$ cat config.mk
export PLATFORM = sky130hd
export DESIGN_NAME = channel_arbiter_16
export DESIGN_NICKNAME = d
export VERILOG_FILES = /design/src/rtl/channel_arbiter_16_pkg.sv /design/src/rtl/channel_arbiter_16_prio_enc.sv /design/src/rtl/channel_arbiter_16.sv
export SDC_FILE = /design/constraint.sdc
export NUM_CORES = 1
export LEC_CHECK = 0
export BUFFER_PORTS_ARGS = -buffer_cell sky130_fd_sc_hd__buf_2
export CAP_MARGIN = 20
export CORE_MARGIN = 2
export CORE_UTILIZATION = 40
export CTS_CLUSTER_SIZE = 30
export DETAILED_ROUTE_END_ITERATION = 12
export GPL_ROUTABILITY_DRIVEN = 0
export HOLD_SLACK_MARGIN = 0.06
export PLACE_DENSITY = 0.64
export SYNTH_ARGS = -nofsm -noshare
export SYNTH_HDL_FRONTEND = slang
export SYNTH_HIERARCHICAL = 1
export SYNTH_SLANG_ARGS = --single-unit
export TNS_END_PERCENT = 20
$ cat constraint.sdc
create_clock -name clk -period 3.2 [get_ports clk]
set_clock_uncertainty 0.15 [all_clocks]
set_input_delay 0.16 -clock clk [delete_from_list [all_inputs] [get_ports clk]]
set_output_delay 0.16 -clock clk [all_outputs]
set_load 0.02 [all_outputs]
$ cat src/rtl/channel_arbiter_16_pkg.sv
// Shared constants and state encoding for the 16-way round-robin channel arbiter.
package channel_arbiter_16_pkg;

  localparam int unsigned N_REQ            = 16;
  localparam int unsigned IDX_W            = 4;
  localparam int unsigned CNT_W            = 8;
  localparam int unsigned HOLD_MAX_DEFAULT = 255;

  typedef enum logic {
    StIdle = 1'b0,
    StBusy = 1'b1
  } state_e;

endpackage

$ cat src/rtl/channel_arbiter_16_prio_enc.sv
// 16-to-4 lowest-index-first priority encoder with a valid flag.
module arb_prio_enc16
  import channel_arbiter_16_pkg::*;
(
  input  logic [N_REQ-1:0] req,
  output logic [IDX_W-1:0] idx,
  output logic             valid
);

  // Scan from the top so the lowest set bit is written last and wins.
  always_comb begin
    idx = '0;
    for (int i = N_REQ - 1; i >= 0; i--) begin
      if (req[i]) idx = IDX_W'(i);
    end
  end

  assign valid = |req;

endmodule

$ cat src/rtl/channel_arbiter_16.sv
// Round-robin arbiter over 16 level-sensitive requesters with a one-cycle release gap.
// Optional forced-revoke hold timer enabled by defining ARB_TIMEOUT_EN.
module channel_arbiter_16
  import channel_arbiter_16_pkg::*;
#(
  parameter int unsigned HOLD_MAX = HOLD_MAX_DEFAULT
) (
  input  logic             clk,
  input  logic             reset,
  input  logic [N_REQ-1:0] req,
  input  logic             done,
  output logic [N_REQ-1:0] grant,
  output logic [IDX_W-1:0] grant_id,
  output logic             grant_valid,
  output logic             timeout
);

  if (HOLD_MAX < 1 || HOLD_MAX > 255) begin : g_hold_max_check
    $error("channel_arbiter_16: HOLD_MAX must be within 1..255");
  end

  state_e           state_q, state_d;
  logic [IDX_W-1:0] ptr_q, ptr_d;
  logic [N_REQ-1:0] grant_q, grant_d;
  logic [IDX_W-1:0] grant_id_q, grant_id_d;
  logic             grant_valid_q, grant_valid_d;

  logic [N_REQ-1:0] req_masked;
  logic [IDX_W-1:0] masked_idx, all_idx, sel_idx;
  logic             masked_valid, all_valid;
  logic             release_evt;
  logic             hold_expired;

  assign req_masked = req & ({N_REQ{1'b1}} << ptr_q);

  arb_prio_enc16 u_enc_masked (
    .req   (req_masked),
    .idx   (masked_idx),
    .valid (masked_valid)
  );

  arb_prio_enc16 u_enc_all (
    .req   (req),
    .idx   (all_idx),
    .valid (all_valid)
  );

  // Nothing at or above ptr means the search wraps to the lowest index overall.
  assign sel_idx     = masked_valid ? masked_idx : all_idx;
  assign release_evt = done | ~req[grant_id_q];

`ifdef ARB_TIMEOUT_EN
  localparam logic [CNT_W-1:0] HoldLast = CNT_W'(HOLD_MAX - 1);

  logic [CNT_W-1:0] cnt_q, cnt_d;
  logic             timeout_q, timeout_d;

  // cnt_q counts completed BUSY cycles, so the last allowed one sees HOLD_MAX-1.
  assign hold_expired = (cnt_q == HoldLast);
  assign timeout      = timeout_q;
`else
  assign hold_expired = 1'b0;
  assign timeout      = 1'b0;
`endif

  always_comb begin
    state_d       = state_q;
    ptr_d         = ptr_q;
    grant_d       = grant_q;
    grant_id_d    = grant_id_q;
    grant_valid_d = grant_valid_q;
`ifdef ARB_TIMEOUT_EN
    cnt_d         = cnt_q;
    timeout_d     = 1'b0;
`endif
    unique case (state_q)
      StIdle: begin
        if (all_valid) begin
          state_d       = StBusy;
          grant_d       = {{(N_REQ - 1){1'b0}}, 1'b1} << sel_idx;
          grant_id_d    = sel_idx;
          grant_valid_d = 1'b1;
          ptr_d         = sel_idx + IDX_W'(1);
`ifdef ARB_TIMEOUT_EN
          cnt_d         = '0;
`endif
        end
      end
      StBusy: begin
        if (release_evt || hold_expired) begin
          state_d       = StIdle;
          grant_d       = '0;
          grant_id_d    = '0;
          grant_valid_d = 1'b0;
`ifdef ARB_TIMEOUT_EN
          // A coincident release wins over the timer: no pulse.
          timeout_d     = ~release_evt;
`endif
        end else begin
`ifdef ARB_TIMEOUT_EN
          cnt_d = cnt_q + CNT_W'(1);
`endif
        end
      end
      default: state_d = StIdle;
    endcase
  end

  always_ff @(posedge clk) begin
    if (reset) begin
      state_q       <= StIdle;
      ptr_q         <= '0;
      grant_q       <= '0;
      grant_id_q    <= '0;
      grant_valid_q <= 1'b0;
`ifdef ARB_TIMEOUT_EN
      cnt_q         <= '0;
      timeout_q     <= 1'b0;
`endif
    end else begin
      state_q       <= state_d;
      ptr_q         <= ptr_d;
      grant_q       <= grant_d;
      grant_id_q    <= grant_id_d;
      grant_valid_q <= grant_valid_d;
`ifdef ARB_TIMEOUT_EN
      cnt_q         <= cnt_d;
      timeout_q     <= timeout_d;
`endif
    end
  end

  assign grant       = grant_q;
  assign grant_id    = grant_id_q;
  assign grant_valid = grant_valid_q;

endmodule

# After elaboration in Yosys (flattened, before gate mapping)
# Index checks and enable logic that the tools add are counted.
# word_totals
register_bits	26
input_bits	19
out_inout_bits	22
# classes
add_sub_neg	1
magnitude_cmp	1
n_eq_ne	2
n_shift	2
mux	47
n_bitwise	4
n_reduce_logical	4
# ops
op	n
2-to-1 mux 4 bit	35
2-to-1 mux 16 bit	2
one-hot mux 16 bit (2 select lines)	1
OR reduction 16 bit	2
bitwise AND 16 bit	1
<< shifter 1 x 4 -> 16 bit (first input constant)	1
<< shifter 16 x 4 -> 16 bit (first input constant)	1
one-hot mux 4 bit (2 select lines)	1
less-than comparator 4 x 5 -> 1 bit (second input constant)	1
2-to-1 mux 1 bit	5
adder 4 x 1 -> 4 bit (second input constant)	1
binary-select mux 1 bit (select 4 bit)	1
one-hot mux 1 bit (2 select lines)	2
AND reduction 2 bit	2
inequality test 2 x 1 -> 1 bit (second input constant)	1
inequality test 2 bit (second input constant)	1
inverter 1 bit	2
OR 1 bit	1

# Logic depth before layout (Yosys ltp)
# depth
ltp_word	22
depth_mapped	15

# Modules after synthesis
# Netlist, hierarchy kept.
# by_module_without_submodules
module	n_inst	cells_each	area_per_inst_um2
channel_arbiter_16	1	158	1519.0
arb_prio_enc16	2	34	176.4

# Least setup slack after synthesis
# OpenSTA, ideal clock, no wires.
# synth_timing
path_type	reg-to-reg
startpoint	register ptr_q[2]
endpoint	register grant_q[15], in the netlist grant[15]
arrival_ps	2875
required_time_ps	2932
setup_slack_ps	57
stages_incl_launch_ff	15
cell_sequence	dfxtp_1 -> clkbuf_1 -> o21ai_0 -> and3b_1 -> nor4_2 -> nand3_1 -> or3_1 -> buf_2 -> mux2i_1 -> inv_1 -> ha_1 -> ha_1 -> and3_1 -> a21oi_1 -> o2bb2ai_1
# synth_between
elab_cells_between_ends	23
cone_classes	2 x shift; 19 x mux; 1 x bitwise; 1 x reduce/logical
# synth_lines
element	line_no	text
start: declaration	channel_arbiter_16.sv:23	logic [IDX_W-1:0] ptr_q, ptr_d;
start signal: assignment	channel_arbiter_16.sv:122	ptr_q <= ptr_d;
<< shifter 16 x 4 -> 16 bit	channel_arbiter_16.sv:34	assign req_masked = req & ({N_REQ{1'b1}} << ptr_q);
bitwise AND 16 bit	channel_arbiter_16.sv:34	
via req_masked[4]	channel_arbiter_16.sv:28	logic [N_REQ-1:0] req_masked;
OR reduction 16 bit	channel_arbiter_16_prio_enc.sv:18	assign valid = |req;
via masked_valid	channel_arbiter_16.sv:30	logic masked_valid, all_valid;
2-to-1 mux 4 bit	channel_arbiter_16.sv:49	assign sel_idx = masked_valid ? masked_idx : all_idx;
<< shifter 1 x 4 -> 16 bit	channel_arbiter_16.sv:80	grant_d = {{(N_REQ - 1){1'b0}}, 1'b1} << sel_idx;
2-to-1 mux 16 bit	channel_arbiter_16.sv:78	if (all_valid) begin
one-hot mux 16 bit (2 select lines)	channel_arbiter_16.sv:76	unique case (state_q)
end signal: assignment	channel_arbiter_16.sv:123	grant_q <= grant_d;
end: declaration	channel_arbiter_16.sv:24	logic [N_REQ-1:0] grant_q, grant_d;
# The timed path passes the listed nets, and every way through them passes these cells. The select of a mux whose other input is x is not followed.
# A chain may end at the register's enable or synchronous reset.

# Worst setup path after layout
# Ends and elaborated chain as after synthesis.

==> flow_summary_export.csv <==
group,metric,value,unit
setup_path,cp_data_arrival_time,2.92,ns
power_and_ir_drop,finalPower,1.22,mW
yosys,synth_flop_cell,"dfxtp_1",
yosys,avgSynthCellArea,8.28,µm²
setup_path,path_buf_inv,1,
setup_path,critPathMaxStageDelay,0.42,ns
place,post-dp-hpwl,3660,µm
die,die_h,72.4,µm
global_routing,first_global_vias,1712,
sta,period_needed,2.91,ns
global_routing,grt_pass1_wl,8050,µm
sta,slew_violations,0,
setup_path,crit_path_max_fanout,11,
sta,tightest_slew,0.529,ns
global_routing,antenna_found_initial,0,
run_status,outcome,"finished clean",
cts,cts_max_level,1,
finish,antenna_cells,0,
yosys,syn_nets,251,
route,first_iter_violations,136,
sta,fin_crit_sh,91.0,%
yosys,synthesis.area,1870,µm²
sta,rsz0062_at_grt,"no",
route,drc_errors,0,
cts,root_buffer,"clkbuf_8",
min_path,min_path_type,"flip-flop to flip-flop",
setup_path,crit_required,3.21,ns
setup_path,crit_slowest_cell,"dfxtp_2",
cts,cts.clk_slew.worst_paths,0.09,ns
place,place_ws,0.204,ns
route,vias,1859,
route,via_per_inst,5.88,
setup_path,startpoint_type,"flip-flop",
global_routing,grt_max_degree,18,
finish,drive_gt1_share,25.8,%
setup_path,cp-end-kind,"flip-flop",
yosys,seq_area_frac_synth,27.8,%
route,first_pass_iters,4,
route,avgRoutedWirePerCell,15.3,µm
finish,area_growth,15.5,%
finish,regArea,524,µm²
yosys,synth_edf_count,0,
setup_path,crit_top_cell,"ha_1",
die,start_util,42.1,%
finish,finalNetCount,290,
finish,fill_cells,425,
finish,final_cells,316,
die,die_area,5240,µm²
yosys,synth_seq_cells,26,
die,die-width,72.4,µm
finish,multi_input_area,1190,µm²
finish,final_common_cell,"buf_2",
sta,max_freq,343,MHz
sta,relSlewSlack,64.4,%
route,ant_nets,0,
run,drv_cap,0,
yosys,synth_cell_types,52,
route,wirelength,4840,µm
sta,worst_slack,0.288,ns
global_routing,grtUsageTotal,18.9,%
cts,cts_tree,"built",
die,rows,24,
sta,finalHoldViolations,0,
sta,finalSetupViolations,0,
die,core,4440,µm²
setup_path,crit_chain,"o21ai_0 -> and3b_1 -> nor4_2 -> nand3_1 -> or3_1 -> mux2i_1 -> inv_1 -> ha_1 -> ha_1 -> and3_1 -> a21oi_1 -> o2bb2ai_1",
setup_path,path_delay_family,"simple AND/OR/NAND/NOR gates",
yosys,syn_inst,226,
die,num_io_pins,41,
setup_path,path_class,"flip-flop to flip-flop",
place,dp_cells,309,
global_routing,grt.overflow.total,0,
cts,cts_setup_buffers,0,
place,portBuffers,39,
sta,setup_tns,0,ns
power_and_ir_drop,power.density,565,nW/µm²
yosys,yosysWarnings,6,
cts,cts_made_buffers,3,
power_and_ir_drop,ir_drop,0.345,mV
finish,layout_common_cells,"buf_2, nor2_1, dfxtp_1",
cts,worstSkewPairLatency,0.27,ns
cts,clock_sinks,26,
cts,clk_path_buf_depth,2,
power_and_ir_drop,leakagePower,0.973,nW
yosys,synth-async-reset-ratio,0,%
==> layer usage <==
metal | routed length (µm) | share of wire, % | vias up | GRT usage [%]
met5 | 0 | 0 | - | 0
met4 | 46 | 0.95 | 0 | 4.53
met1 | 2240 | 46 | 887 | 26.1
li1 | - | - | 906 | -
met3 | 260 | 5.4 | 5 | 3.47
met2 | 2290 | 47 | 61 | 30.8
==> report_power, final <==
group          internal [mW]  switching, mW
clock network          0.167         0.0994
registers              0.370         0.0632
logic                  0.216          0.305
total                  0.753          0.468
==> per-stage QoR <==
step	instance area [µm²]	hold WS, ns	utilization [%]
3_5_place_dp	2060	0.300	46.3
2_1_floorplan	1870	0.197	-
6_report	2160	0.316	48.6
3_3_place_gp	2060	0.297	46.3
5_1_grt	2160	0.345	48.6
4_1_cts	2150	0.317	48.4
==> sequential cells by signal (all words and copies together), names as in the netlist <==
register     flops
ptr_q            4
grant           16
grant_id         4
grant_valid      1
state_q          1
==> worst paths after layout <==
path              cells past startpoint        end     start  slack (ns)
hold / removal                        1   grant[5]  grant[5]        0.32
hold reg to reg                       1   grant[5]  grant[5]        0.32
setup reg to reg                     12  grant[15]  ptr_q[2]        0.29
setup / recovery                     12  grant[15]  ptr_q[2]        0.29
==> Yosys cell counts, drive strengths merged, types with 2 or more instances <==
| cell type | instances | share of area, % |
|---|---|---|
| ha | 6 | 4.0 |
| a21oi | 12 | 3.2 |
| o22ai | 3 | 1.7 |
| clkbuf | 5 | 1.0 |
| a31oi | 5 | 1.7 |
| o21a | 2 | 0.80 |
| inv | 15 | 3.0 |
| nor3 | 4 | 1.1 |
| a32o | 9 | 4.8 |
| a211oi | 2 | 0.80 |
| o21ai | 8 | 2.1 |
| o311a | 2 | 1.1 |
| a22o | 5 | 2.7 |
| a221oi | 2 | 1.6 |
| buf | 6 | 2.7 |
| dfxtp | 26 | 28 |
| nor4 | 4 | 2.0 |
| nand2 | 14 | 2.8 |
| and2b | 2 | 0.87 |
| o31ai | 3 | 1.2 |
| or3 | 3 | 1.0 |
| and3 | 6 | 2.0 |
| a22oi | 3 | 1.5 |
| mux2i | 14 | 7.5 |
| and2 | 5 | 1.7 |
| nor2 | 31 | 6.5 |
| o2bb2ai | 5 | 2.3 |
| nand3 | 5 | 1.3 |
| nand2b | 4 | 1.3 |
==> cell families (layout without fill, tap and decap cells) <==
kind of cell,after synthesis,count (layout),synth area share [%]
flip-flops,26,26,27.8
adder cells (fa/ha/maj),6,6,4.01
AND/OR/NAND/NOR,84,84,23.1
AO/OA/AOI/OAI,66,66,27.8
other,1,1,0.200
XOR/XNOR,1,1,0.468
buffers and inverters,27,65,8.49
multiplexers,15,15,8.09
==> final cells by class <==
class                           count  share of cell area [%]
Timing Repair Buffer               46                    11.7
Sequential cell                    26                    24.2
Clock inverter                      1                    1.39
Inverter                           15                    2.60
Multi-Input combinational cell    173                    55.2
Tap cell                           52                    3.01
Clock buffer                        3                    1.91
==> what timing repair did <==
item / in CTS / in global routing
endpoints found under the hold margin: 3 / 0
setup endpoints to repair: 0 / 3
hold buffers: 2 / 0
gates resized for setup: 0 / 3
(Power assumes the default switching activity.)
